## config.mk

```make
export PLATFORM = sky130hd
export DESIGN_NAME = pixel_output_buffer
export DESIGN_NICKNAME = d
export VERILOG_FILES = /design/src/rtl/pixel_output_buffer_pkg.sv /design/src/rtl/pixel_fifo_mem.sv /design/src/rtl/pixel_output_buffer.sv
export SDC_FILE = /design/constraint.sdc
export NUM_CORES = 1
export LEC_CHECK = 0
export CORE_MARGIN = 8
export CORE_UTILIZATION = 55
export CTS_CLUSTER_SIZE = 20
export DETAILED_ROUTE_END_ITERATION = 12
export DONT_BUFFER_PORTS = 1
export PLACE_DENSITY = 0.75
export SETUP_SLACK_MARGIN = 0.4
export SLEW_MARGIN = 20
export SYNTH_ARGS = -nofsm -noshare
export SYNTH_HDL_FRONTEND = slang
export SYNTH_SLANG_ARGS = --single-unit
```

## constraint.sdc

```tcl
create_clock -name clk -period 4.2 [get_ports clk]
set_input_delay 0.63 -clock clk [delete_from_list [all_inputs] [get_ports clk]]
set_output_delay 0.63 -clock clk [all_outputs]
set_load 0.02 [all_outputs]
```

## src/rtl/pixel_output_buffer_pkg.sv

```systemverilog
// Shared definitions for the pixel output buffer: FSM encoding, colour and
// counter widths, and a saturating-increment helper for the error counters.
package pixel_output_buffer_pkg;

  localparam int COLOR_W = 8;
  localparam int PIX_W   = 3 * COLOR_W;
  localparam int CNT_W   = 16;

  // PRIME: waiting for the FIFO to reach its prefill level.
  // STREAM: serving pixels from the FIFO.
  typedef enum logic {
    PRIME  = 1'b0,
    STREAM = 1'b1
  } pob_state_e;

  // Increment that sticks at all-ones instead of wrapping.
  function automatic logic [CNT_W-1:0] sat_inc(input logic [CNT_W-1:0] v);
    return (&v) ? v : v + {{(CNT_W-1){1'b0}}, 1'b1};
  endfunction

endpackage

```

## src/rtl/pixel_fifo_mem.sv

```systemverilog
// DEPTH x 24-bit colour storage with wrapping write/read pointers and a
// registered read port. Occupancy tracking lives in the parent; this block
// trusts wr_en/rd_en to be legal.
module pixel_fifo_mem
  import pixel_output_buffer_pkg::*;
#(
  parameter int DEPTH      = 16,
  parameter int ADDR_WIDTH = 4
) (
  input  logic             clk,
  input  logic             rst_n,
  input  logic             clear,
  input  logic             wr_en,
  input  logic [PIX_W-1:0] wr_data,
  input  logic             rd_en,
  output logic [PIX_W-1:0] rd_data
);

  localparam logic [ADDR_WIDTH-1:0] PTR_ONE = {{(ADDR_WIDTH-1){1'b0}}, 1'b1};

  logic [PIX_W-1:0]      mem [DEPTH];
  logic [ADDR_WIDTH-1:0] wr_ptr;
  logic [ADDR_WIDTH-1:0] rd_ptr;

  // Pointer update: clear wins, otherwise advance modulo DEPTH on each access.
  always_ff @(posedge clk or negedge rst_n) begin
    if (!rst_n) begin
      wr_ptr <= '0;
      rd_ptr <= '0;
    end else if (clear) begin
      wr_ptr <= '0;
      rd_ptr <= '0;
    end else begin
      if (wr_en) wr_ptr <= wr_ptr + PTR_ONE;
      if (rd_en) rd_ptr <= rd_ptr + PTR_ONE;
    end
  end

  // Storage array; contents need no reset since occupancy gates every read.
  always_ff @(posedge clk) begin
    if (wr_en && !clear) mem[wr_ptr] <= wr_data;
  end

  // Registered read: the head word appears the cycle after rd_en and holds
  // until the next read. A same-cycle write to the head slot (full FIFO)
  // returns the old word because the array update is non-blocking.
  always_ff @(posedge clk or negedge rst_n) begin
    if (!rst_n) begin
      rd_data <= '0;
    end else if (rd_en && !clear) begin
      rd_data <= mem[rd_ptr];
    end
  end

endmodule

```

## src/rtl/pixel_output_buffer.sv

```systemverilog
// Elastic colour buffer between the shader and the display timing logic.
// Handshake: color_valid is a one-cycle push strobe with no back-pressure
// (not_full is advisory; pushes that find no room are dropped and counted);
// pixel_req consumes one pixel, answered by pix_valid/pix_* exactly one
// cycle later with either FIFO data or FALLBACK_RGB.
module pixel_output_buffer
  import pixel_output_buffer_pkg::*;
#(
  parameter int          DEPTH        = 16,
  parameter int          ADDR_WIDTH   = 4,
  parameter int          PREFILL      = 4,
  parameter logic [23:0] FALLBACK_RGB = 24'h000000
) (
  input  logic                  clk,
  input  logic                  rst_n,
  input  logic [7:0]            color_r,
  input  logic [7:0]            color_g,
  input  logic [7:0]            color_b,
  input  logic                  color_valid,
  input  logic                  frame_start,
  input  logic                  pixel_req,
  output logic [7:0]            pix_r,
  output logic [7:0]            pix_g,
  output logic [7:0]            pix_b,
  output logic                  pix_valid,
  output logic                  not_full,
  output logic [ADDR_WIDTH:0]   level,
  output logic                  overflow,
  output logic                  underflow,
  output logic [15:0]           drop_count,
  output logic [15:0]           underrun_count
);

  localparam logic [ADDR_WIDTH:0] DEPTH_L   = (ADDR_WIDTH+1)'(DEPTH);
  localparam logic [ADDR_WIDTH:0] PREFILL_L = (ADDR_WIDTH+1)'(PREFILL);
  localparam logic [ADDR_WIDTH:0] LVL_ONE   = {{ADDR_WIDTH{1'b0}}, 1'b1};

  pob_state_e          state_q, state_d;
  logic [ADDR_WIDTH:0] level_q, level_d;
  logic                push, pop;
  logic                serve_fb;
  logic                overflow_d, underflow_d;
  logic                overflow_q, underflow_q;
  logic [CNT_W-1:0]    drop_q, underrun_q;
  logic                pix_valid_q;
  logic                src_fifo_q;
  logic [PIX_W-1:0]    fb_hold_q;
  logic [PIX_W-1:0]    fifo_rd_data;

  pixel_fifo_mem #(
    .DEPTH      (DEPTH),
    .ADDR_WIDTH (ADDR_WIDTH)
  ) u_mem (
    .clk     (clk),
    .rst_n   (rst_n),
    .clear   (frame_start),
    .wr_en   (push),
    .wr_data ({color_r, color_g, color_b}),
    .rd_en   (pop),
    .rd_data (fifo_rd_data)
  );

  // FSM state register.
  always_ff @(posedge clk or negedge rst_n) begin
    if (!rst_n) state_q <= PRIME;
    else        state_q <= state_d;
  end

  // Next state, pop/push decisions, fallback selection and level update.
  always_comb begin
    state_d     = state_q;
    level_d     = level_q;
    push        = 1'b0;
    pop         = 1'b0;
    serve_fb    = 1'b0;
    overflow_d  = 1'b0;
    underflow_d = 1'b0;
    if (frame_start) begin
      // Flush: any push/pop this cycle is discarded, a request gets fallback.
      state_d  = PRIME;
      level_d  = '0;
      serve_fb = pixel_req;
    end else begin
      unique case (state_q)
        PRIME: begin
          serve_fb = pixel_req;
          if (level_q >= PREFILL_L) state_d = STREAM;
        end
        STREAM: begin
          if (pixel_req) begin
            if (level_q != '0) begin
              pop = 1'b1;
            end else begin
              // No bypass: even a same-cycle push cannot satisfy this request.
              serve_fb    = 1'b1;
              underflow_d = 1'b1;
              state_d     = PRIME;
            end
          end
        end
        default: state_d = PRIME;
      endcase
      if (color_valid) begin
        if ((level_q < DEPTH_L) || pop) push = 1'b1;
        else                            overflow_d = 1'b1;
      end
      if (push && !pop)      level_d = level_q + LVL_ONE;
      else if (pop && !push) level_d = level_q - LVL_ONE;
    end
  end

  // Occupancy, event pulses and saturating error counters.
  always_ff @(posedge clk or negedge rst_n) begin
    if (!rst_n) begin
      level_q     <= '0;
      overflow_q  <= 1'b0;
      underflow_q <= 1'b0;
      drop_q      <= '0;
      underrun_q  <= '0;
    end else begin
      level_q     <= level_d;
      overflow_q  <= overflow_d;
      underflow_q <= underflow_d;
      if (overflow_d)  drop_q     <= sat_inc(drop_q);
      if (underflow_d) underrun_q <= sat_inc(underrun_q);
    end
  end

  // Output source tracking: pix_* shows either the FIFO read register or the
  // fallback hold register, and both hold their value between requests.
  always_ff @(posedge clk or negedge rst_n) begin
    if (!rst_n) begin
      pix_valid_q <= 1'b0;
      src_fifo_q  <= 1'b0;
      fb_hold_q   <= '0;
    end else begin
      pix_valid_q <= pixel_req;
      if (pop) begin
        src_fifo_q <= 1'b1;
      end else if (serve_fb) begin
        src_fifo_q <= 1'b0;
        fb_hold_q  <= FALLBACK_RGB;
      end
    end
  end

  assign {pix_r, pix_g, pix_b} = src_fifo_q ? fifo_rd_data : fb_hold_q;
  assign pix_valid      = pix_valid_q;
  assign level          = level_q;
  assign not_full       = (level_q < DEPTH_L);
  assign overflow       = overflow_q;
  assign underflow      = underflow_q;
  assign drop_count     = drop_q;
  assign underrun_count = underrun_q;

endmodule
```

==> results of run 1 <==
## state kept, by name (all words and copies together), names as in the netlist, 4 cells and up
name / count
drop_count: 16
level: 5
u_mem.mem: 384
u_mem.rd_data: 24
u_mem.rd_ptr: 4
u_mem.wr_ptr: 4
underrun_count: 16
## cells by family (layout without fill, tap and decap cells)
kind of cell,count (synthesis),after routing,synth area share
mux,154,154,0.151
xor+xnor,30,30,0.0144
buf+inv,53,112,0.0138
compound gates,54,54,0.0240
flops,458,458,0.736
simple gates,174,174,0.0518
fa+ha+maj,12,12,0.00867
## how the worst max path moves through the flow
stage	slack (ns)	depth (start not counted)	to	startpoint
after CTS	0.93	8	level[4]	level[4]
after global placement	0.99	8	level[4]	level[4]
after global routing	0.73	8	level[4]	level[4]
after detailed placement	0.95	8	level[4]	level[4]
after floorplan	0.71	5	u_mem.mem[0][0]	frame_start
final	0.94	8	level[4]	level[4]
## cell type report
class	instances	area, um2
Sequential cell	458	13400
Fill cell	2227	12200
Multi-Input combinational cell	424	4660
Clock buffer	64	1290
Tap cell	442	553
Clock inverter	21	236
Timing Repair Buffer	20	198
Inverter	7	26.3
## power by group
part | leakage (nW) | internal, mW | switching, mW
registers | 4.43 | 5.15 | 0.304
clock network | 0.742 | 2.40 | 1.69
logic | 1.46 | 0.444 | 0.525
total | 6.63 | 8.00 | 2.52
## repair_timing
item | 4_1_cts | 5_1_grt
hold endpoints to repair | 74 | 0
hold buffers | 2 | 0
gates resized for setup | 0 | 0
## Yosys cell counts (5+ instances only)
library cell,count,area share
mux2i_1,49,0.027
xor2_1,16,0.0077
mux2_2,7,0.0043
a21oi_1,9,0.0025
xnor2_1,14,0.0067
mux4_2,96,0.12
inv_1,7,0.0014
edfxtp_1,384,0.63
nor4_1,6,0.0021
buf_4,5,0.0021
and2_1,27,0.0093
buf_2,14,0.0039
nand4_1,10,0.0034
and3_1,5,0.0017
nor3_1,16,0.0044
nor2_1,27,0.0056
clkbuf_1,21,0.0043
dfrtp_1,74,0.10
nand2b_1,5,0.0017
nand2_1,41,0.0085
o221ai_1,24,0.012
nand3_1,16,0.0044
ha_1,11,0.0076
## per-stage QoR
stage	worst slack [ns]	total power, mW	hold slack [ns]	utilization	cells
after floorplan	0.713	6.23	0.334	-	935
final	0.943	10.5	0.114	0.626	1436
after global routing	0.727	10.9	0.0908	0.626	1436
after detailed placement	0.949	6.50	0.337	0.578	1349
after CTS	0.934	10.6	0.0924	0.626	1436
after global placement	0.990	6.47	0.337	0.578	1349
## routing by layer
layer / routed length, um / global-route usage / share of wire / up-vias
met5: 0 / 0 / 0 / -
met4: 687 / 0.0517 / 0.018 / 0
met3: 2660 / 0.0501 / 0.071 / 55
met2: 18800 / 0.326 / 0.50 / 292
met1: 15300 / 0.249 / 0.41 / 4717
li1: - / - / - / 3825
## critical path, stage by stage (launching register included)
cell and delay (ns):
dfrtp_1 0.53, or4_1 0.78, o21ai_4 0.34, nand3_1 0.26, fa_1 0.47, a21o_1 0.19, a21oi_1 0.21, nor4b_1 0.27
nor4_1 0.08
==> flow_summary.ini, run 1 <==
[hold_path]
holdCritPathClass = in2reg
hold_end = pix_valid
whs_path_depth = 0
min-delay-start = pixel_req

[global_routing]
grt_overflow = 0
track_usage = 0.194
grt_antenna_before_repair = 0
grt_pass1_vias = 9202
grt_max_degree = 75
grt_pass1_wl_um = 56800

[finish]
diodes = 0
nets = 998
final_common_cell = edfxtp_1
mostFrequentLayoutCells = edfxtp_1 (384), mux4_2 (96), dfrtp_1 (71), mux2i_1 (49), clkbuf_16 (47)
area_delta_synth_final_pct = 11.9
final_area_um2 = 20400
drive_above_1_share = 0.220

[timing]
hold_viol_final = 0
finalCritPeriodShare = 0.776
maxSlewHeadroom = 0.276
fmax_ghz = 0.307
tightest_slew_ns = 1.09
finClkSkew_ns = 0.0247
rsz0062_at_grt = false
setup_viol = 0
tns_ns = 0
min_period_ns = 3.26
drv_slew = 0

[route]
drt-total-wl_um = 37400
first_pass_iters = 4
drc_errors = 0
num_vias = 8889
detail-route-antenna-nets = 0
drt_iter0_drc = 622
wl_per_cell_um = 26.0
vias_per_cell = 6.19

[placement]
gp_congestion = 0.752
placed_area_um2 = 18800
port_buffers = 0
place.detailed.hpwl_um = 20600

[critical_path]
crit_path_end_kind = flop
r2r_slack_ns = 0.94
crit_type = reg2reg
cp-start-kind = flop
reg2reg_depth = 8
worstReg2RegStart = level[4]
cp_max_fo = 9
cp.required_ns = 4.63
r2r_end = level[4]
worstPathArrival_ns = 3.69

[clock_tree]
post-cts-setup-buffers = 0
cts_max_level = 2
clock-sinks = 458
cts-root-buf = clkbuf_16
cts.reportedPaths.clkPinSlew_ns = 0.06
cts_tree = done
worst_skew_pair.late_latency_ns = 0.57
clockBufferDepth = 3
cts_inserted_buffers = 46

[power]
p_per_area_nw_per_um2 = 517
leakage_nw = 6.63
peakVddDrop_mv = 0.421

[synth]
dominantRegCellSynth = edfxtp_1
avgSynthCellArea_um2 = 19.5
synth-seq-cells = 458
synth_area_um2 = 18200
syn_inst = 935
synth_cell_types = 58
synth-async-reset-ratio = 0.162
synth_enable_flop_cells = 384
ys_seq_area_frac = 0.736
syn_nets = 976
ys.warnings.count = 0

[run_status]
status = finished, final reports clean

[job]
cap_violations = 0

[floorplan]
rows = 66
coreArea_um2 = 32500
die_x_um = 198
die_area_um2 = 39100
io_pins = 94
die_h_um = 198
initial_core_util = 0.559
Note: power is estimated with default switching activity, not from simulation.
==> inputs of run 2 (changes only) <==
--- a/config.mk
+++ b/config.mk
@@ -10,7 +10,7 @@
 export CTS_CLUSTER_SIZE = 20
 export DETAILED_ROUTE_END_ITERATION = 12
 export DONT_BUFFER_PORTS = 1
-export PLACE_DENSITY = 0.75
+export PLACE_DENSITY = 0.78
 export SETUP_SLACK_MARGIN = 0.4
 export SLEW_MARGIN = 20
 export SYNTH_ARGS = -nofsm -noshare
==> constraint.sdc (replaced) <==
create_clock -name clk -period 2.9 [get_ports clk]
set_input_delay 0.435 -clock clk [delete_from_list [all_inputs] [get_ports clk]]
set_output_delay 0.435 -clock clk [all_outputs]
set_load 0.02 [all_outputs]
==> run 2 against run 1 <==
  * Flip-flop and latch count unchanged
  * Die area unchanged
  * Cell count up 3.7%
  * Worst hold slack worse by 0.0041 ns
  * Core utilization up 1.7 points
  * Sequential share of layout area down 1.7 points
  * Sequential power up 44%
  * Largest cell class unchanged
==> flow_summary.ini, run 2 (synthesis results as in run 1) <==
[critical_path]
worstReg2RegStart = level[1]
r2r_slack_ns = 0.35
worstSetupEndpoint = level[4]
cp_max_fo = 6
crit_chain = or4_4 -> o21ai_4 -> nand3_4 -> fa_2 -> a21o_1 -> a21oi_2 -> nor4b_4 -> nor4_2
crit_path_end_kind = flop
cp-start-kind = flop
r2r_end = level[4]
cpMaxStageDelayCell = or4_4
crit_type = reg2reg
crit_path_start = level[1]
slowest_delay_ns = 0.58
worstPathArrival_ns = 2.98
reg2reg_depth = 8
cp.required_ns = 3.33

[power]
peakVddDrop_mv = 0.718
p_per_area_nw_per_um2 = 737
leakage_nw = 6.84

[route]
met3_wirelength_um = 2580
wl_per_cell_um = 26.0
drt-total-wl_um = 38700
top_layer_used = met5
vias_per_cell = 6.15
wl_met1_um = 15900
drc_errors = 0
detail-route-antenna-nets = 0
first_pass_iters = 5
drt_iter0_drc = 748
wl_met2_um = 19200
num_vias = 9162

[clock_tree]
worst_skew_pair.late_latency_ns = 0.58
cts_max_level = 2
clockBufferDepth = 3
cts_inserted_buffers = 45
cts.reportedPaths.clkPinSlew_ns = 0.06
cts-root-buf = clkbuf_16
cts_tree = done
clock-sinks = 458

[placement]
gp_congestion = 0.743
placed_area_um2 = 19000
port_buffers = 0
dp_cells = 1368
place.detailed.hpwl_um = 21500
pre_cts_ws_ns = 0.347

[timing]
drv_slew = 0
hold_ws_ns = 0.110
tightest_slew_ns = 0.822
maxSlewHeadroom = 0.447
finalCritPeriodShare = 0.881
fmax_ghz = 0.392
setup_viol = 0
fin_ws_ns = 0.346
tns_ns = 0
rsz0062_at_grt = true
hold_viol_final = 0
min_period_ns = 2.55
finClkSkew_ns = 0.0279

[floorplan]
io_pins = 94
die_h_um = 198
die_area_um2 = 39100
initial_core_util = 0.559
rows = 66
die_x_um = 198
coreArea_um2 = 32500

[finish]
drive_above_1_share = 0.234
largest_register_ffs = 384
regMostFlops = u_mem.mem
final_common_cell = edfxtp_1
final_area_um2 = 20900
nets = 1050
area_delta_synth_final_pct = 14.9
biggestRegsByFlops = u_mem.mem x384, u_mem.rd_data x24
mostFrequentLayoutCells = edfxtp_1 (384), mux4_2 (96), dfrtp_1 (69), mux2i_1 (49), clkbuf_16 (45)
instances_no_fill = 1489

[global_routing]
grt_pass1_wl_um = 59300
grt_pass1_vias = 9576
grt_max_degree = 75
track_usage = 0.201
grt_antenna_before_repair = 3
grt_overflow = 0

[hold_path]
holdCritPathClass = in2reg
whs_path_depth = 2

[run_status]
status = finished, final reports clean

[job]
cap_violations = 0
==> run 2: repair_timing <==
| item | 4_1_cts | 5_1_grt |
|---|---|---|
| endpoints found under the setup margin | 2 | 2 |
| pin swaps | 1 | 7 |
| cloned | 0 | 0 |
| hold buffers | 32 | 0 |
| setup buffers | 0 | 4 |
| gates resized for setup | 1 | 5 |
| hold endpoints to repair | 470 | 0 |
==> run 2: area by class of cell <==
type | count | area, um2
clock inverter | 13 | 199
antenna | 2 | 5.00
multi-input combinational | 424 | 4750
clock buffer | 70 | 1280
inverter | 7 | 26.3
fill | 2108 | 11600
timing repair buffer | 73 | 683
sequential | 458 | 13400
tap | 442 | 553
==> run 2: how the worst min path moves through the flow <==
| stage | start | endpoint | slack [ns] |
|---|---|---|---|
| after CTS | color_valid | level[4] | 0.08 |
| after detailed placement | rst_n | drop_count[10] | 0.14 |
| after global placement | rst_n | drop_count[12] | 0.14 |
| final | color_valid | level[4] | 0.11 |
| after floorplan | rst_n | drop_count[0] | 0.14 |
| after global routing | color_valid | level[4] | 0.1 |
==> run 2: metal layers <==
metal  vias up  global-route usage
li1       3933                   -
met1      4832               0.269
met2       325               0.334
met3        70              0.0390
met4         2              0.0608
met5         -                   0
==> run 2: worst max-delay path: cells and delay by family (launching register included) <==
kind | cells | cell delay [ns]
flip-flops | 1 | 0.49
AND/OR/NAND/NOR | 4 | 1.02
adder cells (fa/ha/maj) | 1 | 0.37
AO/OA/AOI/OAI | 3 | 0.55
==> run 2: where the power goes <==
| part | total, mW | leakage, nW | internal [mW] | switching [mW] |
|---|---|---|---|---|
| Clock | 5.77 | 0.703 | 3.33 | 2.43 |
| Combinational | 1.77 | 1.71 | 0.794 | 0.980 |
| Sequential | 7.85 | 4.42 | 7.47 | 0.383 |
| Total | 15.4 | 6.84 | 11.6 | 3.80 |
==> run 2: metrics by stage <==
stage | utilization | power (mW)
floorplan | - | 9.05
global placement | 0.584 | 9.44
detailed placement | 0.584 | 9.51
CTS | 0.640 | 15.4
global route | 0.642 | 15.9
finish | 0.642 | 15.4
